**src/rtl/burst_pkg.sv**
```systemverilog
// Shared types and helpers for the burst write arbiter.
// Grant-order entries and the round-robin search live here.
package burst_pkg;

    localparam int LEN_W = 8;
    localparam int MAX_M = 8;
    localparam int ID_W  = 3;

    typedef struct packed {
        logic [ID_W-1:0]  id;
        logic [LEN_W-1:0] length;
    } order_entry_t;

    // First requester after 'last', wrapping over n masters.
    function automatic logic [ID_W-1:0] rr_next(
        input logic [MAX_M-1:0] req,
        input logic [ID_W-1:0]  last,
        input int               n
    );
        int   k;
        logic found;
        rr_next = last;
        found   = 1'b0;
        for (int i = 1; i <= MAX_M; i++) begin
            k = (int'(last) + i) % n;
            if (i <= n && !found && req[k[ID_W-1:0]]) begin
                rr_next = k[ID_W-1:0];
                found   = 1'b1;
            end
        end
    endfunction

endpackage

```
**src/rtl/burst_order_fifo.sv**
```systemverilog
// Grant-order FIFO: remembers which master owns each burst
// so response beats can be routed back in issue order.
module burst_order_fifo
    import burst_pkg::*;
#(
    parameter int DEPTH = 4
) (
    input  logic         clk,
    input  logic         rst_n,
    input  logic         push,
    input  order_entry_t push_data,
    input  logic         pop,
    output order_entry_t head,
    output logic         full,
    output logic         empty
);

    localparam int AW = $clog2(DEPTH);

    order_entry_t mem [DEPTH];
    logic [AW:0]  wr_ptr;
    logic [AW:0]  rd_ptr;

    assign empty = (wr_ptr == rd_ptr);
    assign full  = (wr_ptr[AW] != rd_ptr[AW]) &&
                   (wr_ptr[AW-1:0] == rd_ptr[AW-1:0]);
    assign head  = mem[rd_ptr[AW-1:0]];

    always_ff @(posedge clk or negedge rst_n) begin
        if (!rst_n) begin
            wr_ptr <= '0;
            rd_ptr <= '0;
        end else begin
            if (push && !full)
                wr_ptr <= wr_ptr + 1'b1;
            if (pop && !empty)
                rd_ptr <= rd_ptr + 1'b1;
        end
    end

    always_ff @(posedge clk) begin
        if (push && !full)
            mem[wr_ptr[AW-1:0]] <= push_data;
    end

endmodule

```
**src/rtl/burst_write_arbiter.sv**
```systemverilog
// Round-robin arbiter sharing one burst write pipeline;
// data is locked to the granted master until its last beat.
module burst_write_arbiter
    import burst_pkg::*;
#(
    parameter int DATA_WIDTH  = 32,
    parameter int ADDR_WIDTH  = 32,
    parameter int NUM_MASTERS = 2,
    parameter int ORDER_DEPTH = 4,
    localparam int GW = (NUM_MASTERS > 1) ? $clog2(NUM_MASTERS) : 1
) (
    input  logic                              clk,
    input  logic                              rst_n,
    input  logic [NUM_MASTERS*ADDR_WIDTH-1:0] s_addr,
    input  logic [NUM_MASTERS*LEN_W-1:0]      s_length,
    input  logic [NUM_MASTERS-1:0]            s_addr_valid,
    output logic [NUM_MASTERS-1:0]            s_addr_ready,
    input  logic [NUM_MASTERS*DATA_WIDTH-1:0] s_data,
    input  logic [NUM_MASTERS-1:0]            s_data_valid,
    output logic [NUM_MASTERS-1:0]            s_data_ready,
    output logic [ADDR_WIDTH-1:0]             s_response,
    output logic [NUM_MASTERS-1:0]            s_resp_valid,
    input  logic [NUM_MASTERS-1:0]            s_resp_ready,
    output logic [ADDR_WIDTH-1:0]             m_addr,
    output logic [LEN_W-1:0]                  m_length,
    output logic                              m_addr_valid,
    input  logic                              m_addr_ready,
    output logic [DATA_WIDTH-1:0]             m_data,
    output logic                              m_data_valid,
    input  logic                              m_data_ready,
    input  logic [ADDR_WIDTH-1:0]             m_response,
    input  logic                              m_resp_valid,
    output logic                              m_resp_ready,
    output logic [GW-1:0]                     grant_id,
    output logic                              busy
);

    typedef enum logic [1:0] {IDLE, ADDR, DATA} state_t;

    state_t          state;
    logic [GW-1:0]   last_grant;
    logic [LEN_W-1:0] beat_cnt;
    logic [LEN_W-1:0] rcnt;
    logic [GW-1:0]   g;
    logic [GW-1:0]   h;
    logic [ID_W-1:0] rr_pick;
    order_entry_t    head;
    order_entry_t    push_entry;
    logic            full;
    logic            empty;
    logic            addr_hs;
    logic            data_hs;
    logic            resp_hs;
    logic            pop;
    logic            unused;

    assign g = grant_id;
    assign h = head.id[GW-1:0];
    assign unused = &{1'b0, head.id, rr_pick};

    assign m_addr       = s_addr[g*ADDR_WIDTH +: ADDR_WIDTH];
    assign m_length     = s_length[g*LEN_W +: LEN_W];
    assign m_addr_valid = (state == ADDR) && s_addr_valid[g];
    assign m_data       = s_data[g*DATA_WIDTH +: DATA_WIDTH];
    assign m_data_valid = (state == DATA) && s_data_valid[g];
    assign busy         = (state != IDLE);

    assign addr_hs = m_addr_valid && m_addr_ready;
    assign data_hs = m_data_valid && m_data_ready;

    assign m_resp_ready = !empty && s_resp_ready[h];
    assign s_response   = m_response;
    assign resp_hs      = m_resp_valid && m_resp_ready;
    assign pop          = resp_hs && (rcnt == head.length);

    assign rr_pick = rr_next(MAX_M'(s_addr_valid), ID_W'(last_grant),
                             NUM_MASTERS);

    assign push_entry = '{id: ID_W'(g), length: m_length};

    always_comb begin
        s_addr_ready = '0;
        s_data_ready = '0;
        s_resp_valid = '0;
        if (state == ADDR)
            s_addr_ready[g] = m_addr_ready;
        if (state == DATA)
            s_data_ready[g] = m_data_ready;
        if (!empty)
            s_resp_valid[h] = m_resp_valid;
    end

    always_ff @(posedge clk or negedge rst_n) begin
        if (!rst_n) begin
            state      <= IDLE;
            grant_id   <= '0;
            last_grant <= GW'(NUM_MASTERS - 1);
            beat_cnt   <= '0;
        end else begin
            unique case (state)
                IDLE: begin
                    if (|s_addr_valid && !full) begin
                        grant_id <= rr_pick[GW-1:0];
                        state    <= ADDR;
                    end
                end
                ADDR: begin
                    if (addr_hs) begin
                        beat_cnt <= m_length;
                        state    <= DATA;
                    end
                end
                DATA: begin
                    if (data_hs) begin
                        if (beat_cnt == '0) begin
                            last_grant <= grant_id;
                            state      <= IDLE;
                        end else begin
                            beat_cnt <= beat_cnt - 1'b1;
                        end
                    end
                end
                default: state <= IDLE;
            endcase
        end
    end

    // Response beats are counted per head entry; the last one retires it.
    always_ff @(posedge clk or negedge rst_n) begin
        if (!rst_n)
            rcnt <= '0;
        else if (resp_hs)
            rcnt <= pop ? '0 : rcnt + 1'b1;
    end

    burst_order_fifo #(
        .DEPTH (ORDER_DEPTH)
    ) u_order (
        .clk       (clk),
        .rst_n     (rst_n),
        .push      (addr_hs),
        .push_data (push_entry),
        .pop       (pop),
        .head      (head),
        .full      (full),
        .empty     (empty)
    );

endmodule

```
**config.mk**
```make
export PLATFORM = sky130hd
export DESIGN_NAME = burst_write_arbiter
export DESIGN_NICKNAME = d
export VERILOG_FILES = /design/src/rtl/burst_pkg.sv /design/src/rtl/burst_order_fifo.sv /design/src/rtl/burst_write_arbiter.sv
export SDC_FILE = /design/constraint.sdc
export NUM_CORES = 1
export LEC_CHECK = 0
export CAP_MARGIN = 20
export CORE_AREA = 2 2 117 119
export DETAILED_ROUTE_END_ITERATION = 12
export DIE_AREA = 0 0 119 121
export GPL_TIMING_DRIVEN = 0
export PLACE_DENSITY = 0.8
export SKIP_CTS_REPAIR_TIMING = 1
export SYNTH_ARGS = -nofsm -noshare
export SYNTH_HDL_FRONTEND = slang
export SYNTH_SLANG_ARGS = --single-unit
```
**constraint.sdc**
```tcl
create_clock -name clk -period 4 [get_ports clk]
set_input_delay 0.4 -clock clk [delete_from_list [all_inputs] [get_ports clk]]
set_output_delay 0.4 -clock clk [all_outputs]
set_load 0.02 [all_outputs]
```
==> flow_summary.toml <==
[sta]
finalMaxSlewViolations = 0
rsz0062_at_grt = "no"
fin_setup_tns_ns = 0
fin_crit_ns = 3.721
fmax_ghz = 0.2688
finalCritPeriodShare_pct = 93.02
finalSetupViolCount = 0
final-hold-violation-count = 0
fin_skew_ns = 0.004251
worstMarginPinSlew_ns = 0.7568
setup_slack_ns = 0.2793
slew_headroom_pct = 49.11

[logic_synthesis]
yosys_warnings = 0
avgSynthCellArea_um2 = 11.86
synth_ff_type = "edfxtp_1"
yosysTopAreaCell = "edfxtp_1"
synth_top_area_share_pct = 26.49
synthArstFlopShare_pct = 41.94
synth_cell_types = 48
syn-cell-area_um2 = 4080
syn_inst = 344
ys_ff_latch = 62
synth_area_leaders = "edfxtp_1, mux2_2, dfrtp_1, buf_4, mux4_1"
yosysSeqAreaShare_pct = 42.47
syn_nets = 539
synth_edf_count = 36

[clocking]
cts_tree = "built"
cts_buffers = 9
root_buffer = "clkbuf_16"
clockBufferDepth = 2
clkLatencyLatePin_ns = 0.32
h-tree-depth = 3
cts_sinks = 62
path_clk_slew_ns = 0.05

[place]
dp_hpwl_um = 12980
dpl_cell_area_um2 = 7020
gp_congestion = 0.9555
pre_cts_ws_ns = 0.5215
port_buffers = 269

[route]
via_per_inst = 4.824
ant_nets = 0
initialDrtViolationCount = 358
wirelength_um = 15520
drc_errors = 0
via_count = 3893
drtPass1Iterations = 5
wire_per_inst_um = 19.23

[layout]
fill_cells = 1103
fin_area_um2 = 7291
drive_gt1_share_pct = 20.95
syn_to_final_growth_pct = 78.69
mostFrequentLayoutCells = "clkdlybuf4s50_1, mux2_2, edfxtp_1"
nets = 820
final_common_cell = "clkdlybuf4s50_1"

[die]
core_um2 = 13090
dieHeight_um = 121
row_count = 42
fp.dieW_um = 119
initial_core_util_pct = 31.18
die-area_um2 = 14400
num_io_pins = 302

[pwr]
p_leak_uw = 0.002776
power_uw = 3915
ir_worst_vdd_mv = 0.2593
p_per_area_nw_per_um2 = 537.0

[global_route]
antenna_found_initial = 1
grt_pass1_wl_um = 22710
grt_start_max_net_pins = 21
grt_overflow_total = 0
grt_pass1_vias = 4062
gr-usage-all-layers_pct = 20.80

[worst_setup_path]
cp-start-kind = "register"
critical_path.top_delay_family = "buffers and inverters"
max_stage_delay_ns = 0.55
crit_fanout = 10
path_class = "register to primary output"
crit_chain = "clkbuf_1 > clkbuf_1 > clkbuf_1 > mux2_2 > clkdlybuf4s50_1"
crit_slowest_cell = "clkbuf_1"
end_kind = "primary output"
critPathBufInv = 4
crit_top_cell = "clkbuf_1"
worst_ep_arrival_time_ns = 3.32
required_ns = 3.60

[run_status]
status = "complete, no violations"

[worst_hold_path]
min_path_type = "primary input to asynchronous set/reset pin"

[flow_run]
drv_cap = 0
==> power breakdown <==
part	switching, uW	total (uW)	internal [uW]
Clock	268	684	416
Sequential	121	965	844
Combinational	1140	2270	1130
Total	1530	3920	2390
==> through the flow <==
stage | instances | hold WS [ns] | utilization (%)
after floorplan | 344 | 0.1044 | -
after global placement | 789 | 0.4751 | 53.44
after detailed placement | 790 | 0.4878 | 53.65
after CTS | 806 | 0.3813 | 55.70
after global routing | 806 | 0.3967 | 55.70
final | 807 | 0.3889 | 55.72
==> area by class of cell <==
| type | instances | area, um^2 | share of cell area [%] |
|---|---|---|---|
| clock buffers | 10 | 229.0 | 3.141 |
| multi-input cells | 227 | 2011 | 27.58 |
| flip-flops and latches | 62 | 1733 | 23.77 |
| plain buffers | 47 | 306.5 | 4.205 |
| repair buffers | 270 | 2720 | 37.31 |
| well taps | 176 | 220.2 | 3.020 |
| diodes | 1 | 2.502 | 0.03432 |
| inverters | 8 | 30.03 | 0.4119 |
| clock inverters | 6 | 38.79 | 0.5320 |
==> kinds of logic after synthesis <==
family / count (synthesis) / share of synthesized area (%)
XOR/XNOR: 21 / 4.508
flip-flops: 62 / 42.47
buffers and inverters: 55 / 8.249
adder cells (fa/ha/maj): 8 / 2.453
AND/OR/NAND/NOR: 77 / 9.875
AO/OA/AOI/OAI: 35 / 5.397
multiplexers: 86 / 27.05
==> path summary, 6_finish.rpt <==
| path | from | end | slack [ns] | depth (start not counted) |
|---|---|---|---|---|
| worst min register to register | state[1]$_DFFE_PN0P_ | state[0]$_DFFE_PN0P_ | 0.49 | 1 |
| worst max register to register | grant_id$_DFFE_PN0P_ | u_order.mem[3][1]$_DFFE_PP_ | 1.23 | 5 |
| min in group clk | state[1]$_DFFE_PN0P_ | state[0]$_DFFE_PN0P_ | 0.49 | 1 |
| worst max-delay path | grant_id$_DFFE_PN0P_ | m_data[29] | 0.28 | 5 |
| worst min-delay path | rst_n | rcnt[7]$_DFFE_PN0P_ | 0.39 | 1 |
| max in group asynchronous | rst_n | last_grant$_DFFE_PN1P_ | 3.08 | 2 |
==> layer usage <==
layer | vias to the layer above | routed length (um) | global-route usage (%)
met3 | 27 | 1481 | 7.989
met5 | - | 13 | 0
met1 | 1863 | 6129 | 25.44
met2 | 209 | 7652 | 35.38
met4 | 2 | 243 | 3.571
li1 | 1792 | - | -
==> Yosys cell counts, drive strengths merged, types with 6 or more instances <==
cell	number
xnor2	15
a21oi	7
ha	8
buf	35
xor2	6
nand2	13
nor3	11
mux2	74
inv	8
nor2	21
mux4	9
dfrtp	25
clkbuf	12
edfxtp	36
o21ai	14
==> registers in the layout, summed over array words and instances (netlist names) <==
| name | count |
|---|---|
| beat_cnt | 8 |
| u_order.rd_ptr | 3 |
| state | 2 |
| u_order.wr_ptr | 3 |
| u_order.mem | 36 |
| grant_id | 1 |
| rcnt | 8 |
| last_grant | 1 |
Note: power is estimated with default switching activity, not from simulation.
